### src/rtl/psg_pkg.sv
// Shared types and constants for the SN76489-style PSG register file.
// Imported by the bus capture stage and the register file body.
package psg_pkg;

    typedef enum logic [1:0] {
        IDLE,
        CAPTURE,
        COMMIT
    } psg_bus_state_t;

    localparam logic [3:0] ATTEN_SILENT = 4'hF;
    localparam logic [1:0] NOISE_CH     = 2'd3;
    localparam logic [2:0] REG_NOISE    = 3'd6;

endpackage

### src/rtl/psg_bus_capture.sv
// Snoops Z80 I/O writes inside a port window and holds the last byte written.
// Emits a one-cycle commit indication once the write strobe goes away.
module psg_bus_capture
    import psg_pkg::*;
#(
    parameter logic [7:0] PORT_LO = 8'h40,
    parameter logic [7:0] PORT_HI = 8'h7F
) (
    input  logic       clk,
    input  logic       reset,
    input  logic [7:0] i_addr,
    input  logic       i_mreqN,
    input  logic       i_wrN,
    input  logic [7:0] i_data,
    output logic [7:0] o_byte,
    output logic       o_commit
);

    psg_bus_state_t r_state;
    psg_bus_state_t w_nextState;
    logic [7:0]     r_byte;
    logic           w_hit;

    assign w_hit = (i_addr >= PORT_LO) && (i_addr <= PORT_HI) && !i_mreqN && !i_wrN;

    // Sampling on every hit cycle makes the last bus value win, including a one-cycle glitch.
    always_ff @(posedge clk or posedge reset) begin
        if (reset) begin
            r_state <= IDLE;
            r_byte  <= 8'h00;
        end else begin
            r_state <= w_nextState;
            if (w_hit) begin
                r_byte <= i_data;
            end
        end
    end

    always_comb begin
        w_nextState = r_state;
        case (r_state)
            IDLE:    if (w_hit)  w_nextState = CAPTURE;
            CAPTURE: if (!w_hit) w_nextState = COMMIT;
            COMMIT:  w_nextState = w_hit ? CAPTURE : IDLE;
            default: w_nextState = IDLE;
        endcase
    end

    assign o_byte   = r_byte;
    assign o_commit = (r_state == COMMIT);

endmodule

### src/rtl/psg_reg_file.sv
// PSG register file: decodes SN76489 latch/data bytes into tone, attenuation
// and noise registers, with registered one-cycle write strobes per register.
module psg_reg_file
    import psg_pkg::*;
#(
    parameter int         NUM_TONE = 3,
    parameter int         FREQ_W   = 10,
    parameter int         ATTEN_W  = 4,
    parameter logic [7:0] PORT_LO  = 8'h40,
    parameter logic [7:0] PORT_HI  = 8'h7F
) (
    input  logic                            clk,
    input  logic                            reset,
    input  logic [15:0]                     addr,
    input  logic                            MREQ_N,
    input  logic                            WR_N,
    input  logic [7:0]                      data,
    output logic [NUM_TONE*FREQ_W-1:0]      tone_freq,
    output logic [(NUM_TONE+1)*ATTEN_W-1:0] atten,
    output logic [2:0]                      noise_ctrl,
    output logic [NUM_TONE-1:0]             tone_wr,
    output logic [NUM_TONE:0]               atten_wr,
    output logic                            noise_wr
);

    logic [7:0]         w_byte;
    logic               w_commit;
    logic               w_unusedAddr;
    logic               w_isLatch;
    logic [2:0]         w_reg;
    logic [1:0]         w_ch;
    logic               w_isNoise;
    logic [23:0]        w_byteExt;
    logic [NUM_TONE-1:0] w_toneSel;
    logic [NUM_TONE:0]  w_attenSel;

    logic [2:0]         r_latched;
    logic [FREQ_W-1:0]  r_tone [NUM_TONE];
    logic [ATTEN_W-1:0] r_atten [NUM_TONE+1];
    logic [2:0]         r_noise;
    logic [NUM_TONE-1:0] r_toneWr;
    logic [NUM_TONE:0]  r_attenWr;
    logic               r_noiseWr;

    psg_bus_capture #(
        .PORT_LO (PORT_LO),
        .PORT_HI (PORT_HI)
    ) u_capture (
        .clk      (clk),
        .reset    (reset),
        .i_addr   (addr[7:0]),
        .i_mreqN  (MREQ_N),
        .i_wrN    (WR_N),
        .i_data   (data),
        .o_byte   (w_byte),
        .o_commit (w_commit)
    );

    assign w_unusedAddr = ^addr[15:8];

    // Data bytes reuse the register selected by the most recent latch byte.
    assign w_isLatch = w_byte[7];
    assign w_reg     = w_isLatch ? w_byte[6:4] : r_latched;
    assign w_ch      = w_reg[2:1];
    assign w_isNoise = (w_reg == REG_NOISE);
    assign w_byteExt = {16'h0000, w_byte};

    // Channels beyond NUM_TONE select nothing; the top atten slot belongs to noise.
    always_comb begin
        w_toneSel  = '0;
        w_attenSel = '0;
        for (int i = 0; i < NUM_TONE; i++) begin
            w_toneSel[i] = !w_reg[0] && (w_ch == 2'(i));
        end
        for (int i = 0; i <= NUM_TONE; i++) begin
            w_attenSel[i] = w_reg[0] && ((i == NUM_TONE) ? (w_ch == NOISE_CH) : (w_ch == 2'(i)));
        end
    end

    always_ff @(posedge clk or posedge reset) begin
        if (reset) begin
            r_latched <= 3'd0;
            r_noise   <= 3'd0;
            r_toneWr  <= '0;
            r_attenWr <= '0;
            r_noiseWr <= 1'b0;
            for (int i = 0; i < NUM_TONE; i++) begin
                r_tone[i] <= '0;
            end
            for (int i = 0; i <= NUM_TONE; i++) begin
                r_atten[i] <= ATTEN_W'(ATTEN_SILENT);
            end
        end else begin
            r_toneWr  <= '0;
            r_attenWr <= '0;
            r_noiseWr <= 1'b0;
            if (w_commit) begin
                if (w_isLatch) begin
                    r_latched <= w_byte[6:4];
                end
                if (w_isNoise) begin
                    r_noise   <= w_byte[2:0];
                    r_noiseWr <= 1'b1;
                end
                for (int i = 0; i < NUM_TONE; i++) begin
                    if (w_toneSel[i]) begin
                        if (w_isLatch) begin
                            r_tone[i][3:0] <= w_byte[3:0];
                        end else begin
                            r_tone[i][FREQ_W-1:4] <= w_byteExt[FREQ_W-5:0];
                        end
                        r_toneWr[i] <= 1'b1;
                    end
                end
                for (int i = 0; i <= NUM_TONE; i++) begin
                    if (w_attenSel[i]) begin
                        r_atten[i]   <= ATTEN_W'(w_byte[3:0]);
                        r_attenWr[i] <= 1'b1;
                    end
                end
            end
        end
    end

    always_comb begin
        tone_freq = '0;
        atten     = '0;
        for (int i = 0; i < NUM_TONE; i++) begin
            tone_freq[i*FREQ_W +: FREQ_W] = r_tone[i];
        end
        for (int i = 0; i <= NUM_TONE; i++) begin
            atten[i*ATTEN_W +: ATTEN_W] = r_atten[i];
        end
    end

    assign noise_ctrl = r_noise;
    assign tone_wr    = r_toneWr;
    assign atten_wr   = r_attenWr;
    assign noise_wr   = r_noiseWr;

endmodule

### config.mk
export PLATFORM = sky130hd
export DESIGN_NAME = psg_reg_file
export DESIGN_NICKNAME = d
export VERILOG_FILES = /design/src/rtl/psg_pkg.sv /design/src/rtl/psg_bus_capture.sv /design/src/rtl/psg_reg_file.sv
export SDC_FILE = /design/constraint.sdc
export NUM_CORES = 1
export LEC_CHECK = 0
export BUFFER_PORTS_ARGS = -buffer_cell sky130_fd_sc_hd__buf_2
export CORE_MARGIN = 2
export CORE_UTILIZATION = 54
export DETAILED_ROUTE_END_ITERATION = 6
export PLACE_DENSITY_LB_ADDON = 0.2
export RECOVER_POWER = 25
export REMOVE_ABC_BUFFERS = 1
export SETUP_SLACK_MARGIN = 0.05
export SLEW_MARGIN = 5
export SYNTH_ARGS = -nofsm -noshare
export SYNTH_HDL_FRONTEND = slang
export SYNTH_HIERARCHICAL = 1
export SYNTH_SLANG_ARGS = --single-unit
### constraint.sdc
create_clock -name clk -period 5.3 [get_ports clk]
set_input_delay 0.795 -clock clk [delete_from_list [all_inputs] [get_ports clk]]
set_output_delay 0.795 -clock clk [all_outputs]
set_load 0.005 [all_outputs]
Word-level counts from Yosys, hierarchy flattened
Index checks and enable logic that the tools add are counted.
{"block": "totals", "regBits": 70, "input_bits": 28, "output_inout_bits": 57}
{"block": "classes", "order_cmp": 2, "n_eq_ne": 8, "mux": 16, "n_bitwise": 1, "n_reduce_logical": 27}
{"op": "$reduce_and A3 Y1", "n": 6}
{"op": "$reduce_and A2 Y1", "n": 6}
{"op": "$logic_and A1 B1 Y1", "n": 10}
{"op": "$mux W1", "n": 10}
{"op": "$ge A8 B7 Y1 const B", "n": 1}
{"op": "$le A8 B7 Y1 const B", "n": 1}
{"op": "$eq A2 B2 Y1 const B", "n": 3}
{"op": "$mux W3", "n": 2}
{"op": "$pmux W2 S3", "n": 1}
{"op": "$eq A2 B1 Y1 const B", "n": 2}
{"op": "$logic_not A2 Y1", "n": 2}
{"op": "$mux W2", "n": 2}
{"op": "$mux W4", "n": 1}
{"op": "$eq A3 B3 Y1 const B", "n": 1}
{"op": "$logic_not A1 Y1", "n": 3}
{"op": "$ne A2 B1 Y1 const B", "n": 1}
{"op": "$ne A2 B2 Y1 const B", "n": 1}
{"op": "$not A1 Y1", "n": 1}

Depth between registers and ports, before layout
{"block": "depth", "ltp_word": 6, "depth_mapped": 5}

Cells and area by module
The synthesis kept the hierarchy.
{"mod": "psg_reg_file", "instances": 1, "cells_each": 155, "area_per_inst_um2": 2414.8}
{"mod": "psg_bus_capture", "instances": 1, "cells_each": 23, "area_per_inst_um2": 389.1}

Least setup slack after synthesis
OpenSTA, ideal clock, no wires.
{"block": "synth_path", "path_kind": "input-to-reg", "from": "in addr[7]", "to": "reg u_capture.r_byte[0], in the netlist u_capture/o_byte[0]", "setup_time_ns": 0.125, "arrival_time_ns": 1.666, "slack_ns": 3.509, "stages": 2, "cell_sequence": "nor4b_4 -> mux2_2"}
{"block": "synth_via", "elab_chain_len": 4, "word_cells_on_any_way": 5}
{"item": "start, declared", "line_no": "psg_reg_file.sv:14", "rtl": "input logic [15:0] addr,"}
{"item": "$ge A8 B7 Y1 or $le A8 B7 Y1 (tied branches)", "line_no": "psg_bus_capture.sv:24", "rtl": "assign w_hit = (i_addr >= PORT_LO) && (i_addr <= PORT_HI) && !i_mreqN && !i_wrN;"}
{"item": "$logic_and A1 B1 Y1 (*) (3 in a row)", "line_no": "psg_bus_capture.sv:24"}
{"item": "end signal, assigned", "line_no": "psg_bus_capture.sv:34", "rtl": "r_byte <= i_data;"}
{"item": "end, declared", "line_no": "psg_bus_capture.sv:21", "rtl": "logic [7:0] r_byte;"}
Mark *: on every way between the ends. The rest lies on a longest branch, timed or not.
A chain may end at the register's enable or synchronous reset.

Final worst setup path
{"block": "layout_path", "from": "reg u_capture.r_state[0]", "to": "reg r_tone (netlist bit tone_freq[21])"}
{"block": "layout_via", "elab_chain_len": 2}
{"item": "start, declared", "line_no": "psg_bus_capture.sv:19", "rtl": "psg_bus_state_t r_state;"}
{"item": "start signal, assigned", "line_no": "psg_bus_capture.sv:32", "rtl": "r_state <= w_nextState;"}
{"item": "$eq A2 B2 Y1", "line_no": "psg_bus_capture.sv:50", "rtl": "assign o_commit = (r_state == COMMIT);"}
{"item": "named net w_commit", "line_no": "psg_reg_file.sv:27", "rtl": "logic w_commit;"}
{"item": "$reduce_and A3 Y1 (no source line)"}
{"item": "end signal, assigned by index", "line_no": "psg_reg_file.sv:108", "rtl": "r_tone[i][3:0] <= w_byte[3:0];"}
{"item": "end signal, assigned by index", "line_no": "psg_reg_file.sv:110", "rtl": "r_tone[i][FREQ_W-1:4] <= w_byteExt[FREQ_W-5:0];"}
{"item": "end, declared", "line_no": "psg_reg_file.sv:38", "rtl": "logic [FREQ_W-1:0] r_tone [NUM_TONE];"}
The timed path passes the listed nets, and every way through them passes these cells.

==> results.md <==
* H-tree Lvls at 3
* Die Y at roughly 76 um
* Min Tclk post-route at between 2 and 3 ns
* Synthesized area at between 2000 and 3000 um^2
* Synth top area share at 0.482
* Post-DP Area at 3220 um^2
* First-pass GRT wire length at approximately 8.7 mm
* Hold Vio Cnt, Final at 0
* Synth area leaders: dfrtp_1 (48%), mux2_2 (22%), dfstp_2 (15%)
* Fmax at slightly below 400 MHz
* Worst slew pin tran at between 1 and 1.5 ns
* Post-cts gate resize count at 0
* First DRT Iteration DRCs at 55
* #FFs+latches synth at 70
* Io pins at 85
* Routed WL at just over 5 mm
* Synth Instances at ~180
* Total power at around 1.4 mW
* DRC Markers at 0
* Post-Syn Area per Cell at 15.8 um^2
* R2r worst-path depth at 4
* DRT antenna net count at 0
* Finish-stage setup viols at 0
* Die width at roughly 76 um
* RSZ-0062 raised after global routing: no
* Final cell count without fillers at around 330
* Number of antenna violations at the first check in global routing at 0
* Startpoint Class: flip-flop
* CP endpoint kind: flip-flop
* Final #Nets at between 200 and 300
* CTS tree: built
* # rows at 26
* Die Footprint at 5790 um^2
* Worst hold slack at 0.409 ns
* Worst Setup Slack, final at roughly 2.8 ns
* Final Wtd Congestion at roughly 0.72
* RR Startpoint: u_capture/r_state[0]
* Clk pin slew, worst setup/hold paths at approximately 0.070 ns
* Post-synthesis sequential area ratio at 0.632
* Fill cell count at approximately 390
* Share of post-route cells with drive strength above 1 at 0.650
* Input/output buffers at 70
* Relative slew slack at 0.266
* Clk root buf: clkbuf_8
* Core Box Area at around 5100 um^2
* GRT overflow at 0
* R2R setup slack at 2.76 ns
* Critical path fanouts, max at 13
* Cell area after layout at between 3000 and 4000 um^2
* Critical Path RT at between 5 and 6 ns
* Utilization after layout at 0.671
* Routed via count at ~1700
* Final Cycle Share at 0.478
* Clk_lat worst skew at approximately 0.33 ns
* Kind of critical path: flip-flop to flip-flop
* Layout area overhead at 21.5%
* Pin count of the biggest net entering global routing at 61
* Total Routing Usage GR at 0.196
* Post-detail-place hpwl at 3.43 mm
* Cts bufs inserted at 9
* Yosys Warn Count at 6
* Post-CTS setup buffer count at 0
* Reg2Reg Capture Point: tone_freq[21]
* Area leader, netlist: dfrtp_1
* Vias per cell at just over 5
* Leak Pwr at approximately 1.9 nW
* Final TNS setup at 0 ns
* Vias in the first global route at roughly 1700
* Max Cap Violations at 0
* HP Class: primary input to async pin
* Cells after DPL at slightly above 300
* Max VDD drop at 305 uV
* Sink Count at 70
* Diode count at 0
* Detailed-router iteration count before antenna repair at 4
* Max-slew violations at 0
* Worst Skew at ~0.0052 ns
* Placement Setup Slack at 2.85 ns
* Outcome: complete, no violations
* Initial Utilization at 0.553
* Wire per inst at about 16 um
* Yosys cell types at 28
* Post-CTS Hold Buffers at 0
* Max Root-Sink Buffers at 2
* Power density over the cells at 406 nW/um^2
* Arrival time at the worst endpoint at between 2 and 3 ns
## flip-flops by register name, indices dropped and copies added, names as in the netlist
name / count
tone_freq: 30
u_capture/r_state: 2
noise_ctrl: 3
tone_wr: 3
noise_wr: 1
atten_wr: 4
atten: 16
r_latched: 3
u_capture/o_byte: 8
## synthesized netlist by cell type, drive strengths merged
master	instances
mux2	60
dfrtp	54
dfstp	16
inv	7
clkbuf	5
o211ai	5
nor3b	4
and3b	3
buf	3
o211a	3
and3	2
nand2	2
nor2	2
nor2b	2
nor3	2
nor4b	2
a21boi	1
a21oi	1
mux2i	1
nand3	1
nor4	1
or4b	1
## critical path, cell delays in order, from the launching register on
cell     delay, ns
dfrtp_1       0.38
nor2b_1       0.84
nand2_2       0.23
or4b_4        0.62
mux2_1        0.34
## worst max-delay path by stage
stage	end	cells past startpoint	startpoint	slack, ns
final	tone_freq[21]	4	u_capture/r_state[0]	2.76
after global routing	tone_freq[23]	4	u_capture/r_state[1]	2.64
after CTS	tone_freq[21]	4	u_capture/r_state[0]	2.84
after detailed placement	tone_freq[21]	4	u_capture/r_state[0]	2.85
after global placement	tone_freq[23]	4	u_capture/r_state[0]	2.89
after floorplan	atten_wr[0]	1	reset	3.05
## area by class of cell
cell class / count / area (um^2) / share of cell area
clock buffers: 11 / 141 / 0.0415
clock inverters: 5 / 48.8 / 0.0143
inverters: 7 / 26.3 / 0.00771
multi-input cells: 93 / 975 / 0.286
flip-flops and latches: 70 / 1770 / 0.520
well taps: 70 / 87.6 / 0.0257
repair buffers: 71 / 357 / 0.105
## cell families (layout without fill, tap and decap cells)
kind of cell    after synthesis  in the layout  share of synthesized area
buf+inv                      15             94                     0.0205
simple gates                 22             22                     0.0656
compound gates               10             10                     0.0375
mux                          61             61                      0.245
flops                        70             70                      0.632
## report_power, final
group	internal [mW]	switching, mW	leakage (nW)
sequential	0.646	0.0975	0.889
clock	0.226	0.185	0.101
combinational	0.135	0.0928	0.882
total	1.01	0.376	1.87
## cells in the final DEF (no fill, tap or decap), types with 3 or more instances in the layout
| cell | count |
|---|---|
| mux2_1 | 5 |
| nor3b_1 | 3 |
| o211a_1 | 3 |
| dfstp_2 | 16 |
| and3b_1 | 3 |
| inv_1 | 5 |
| buf_2 | 69 |
| mux2_2 | 55 |
| clkbuf_8 | 10 |
| o211ai_2 | 5 |
| clkinv_2 | 3 |
| dfrtp_1 | 54 |
## metal layers
metal / vias to the layer above / global-route usage / part of all wire
met5: - / 0 / 0
met4: 0 / 0.105 / 0.022
met3: 11 / 0.0391 / 0.051
met2: 50 / 0.303 / 0.47
met1: 846 / 0.263 / 0.46
li1: 787 / - / -
No activity file was read; power rests on OpenSTA's default activity.
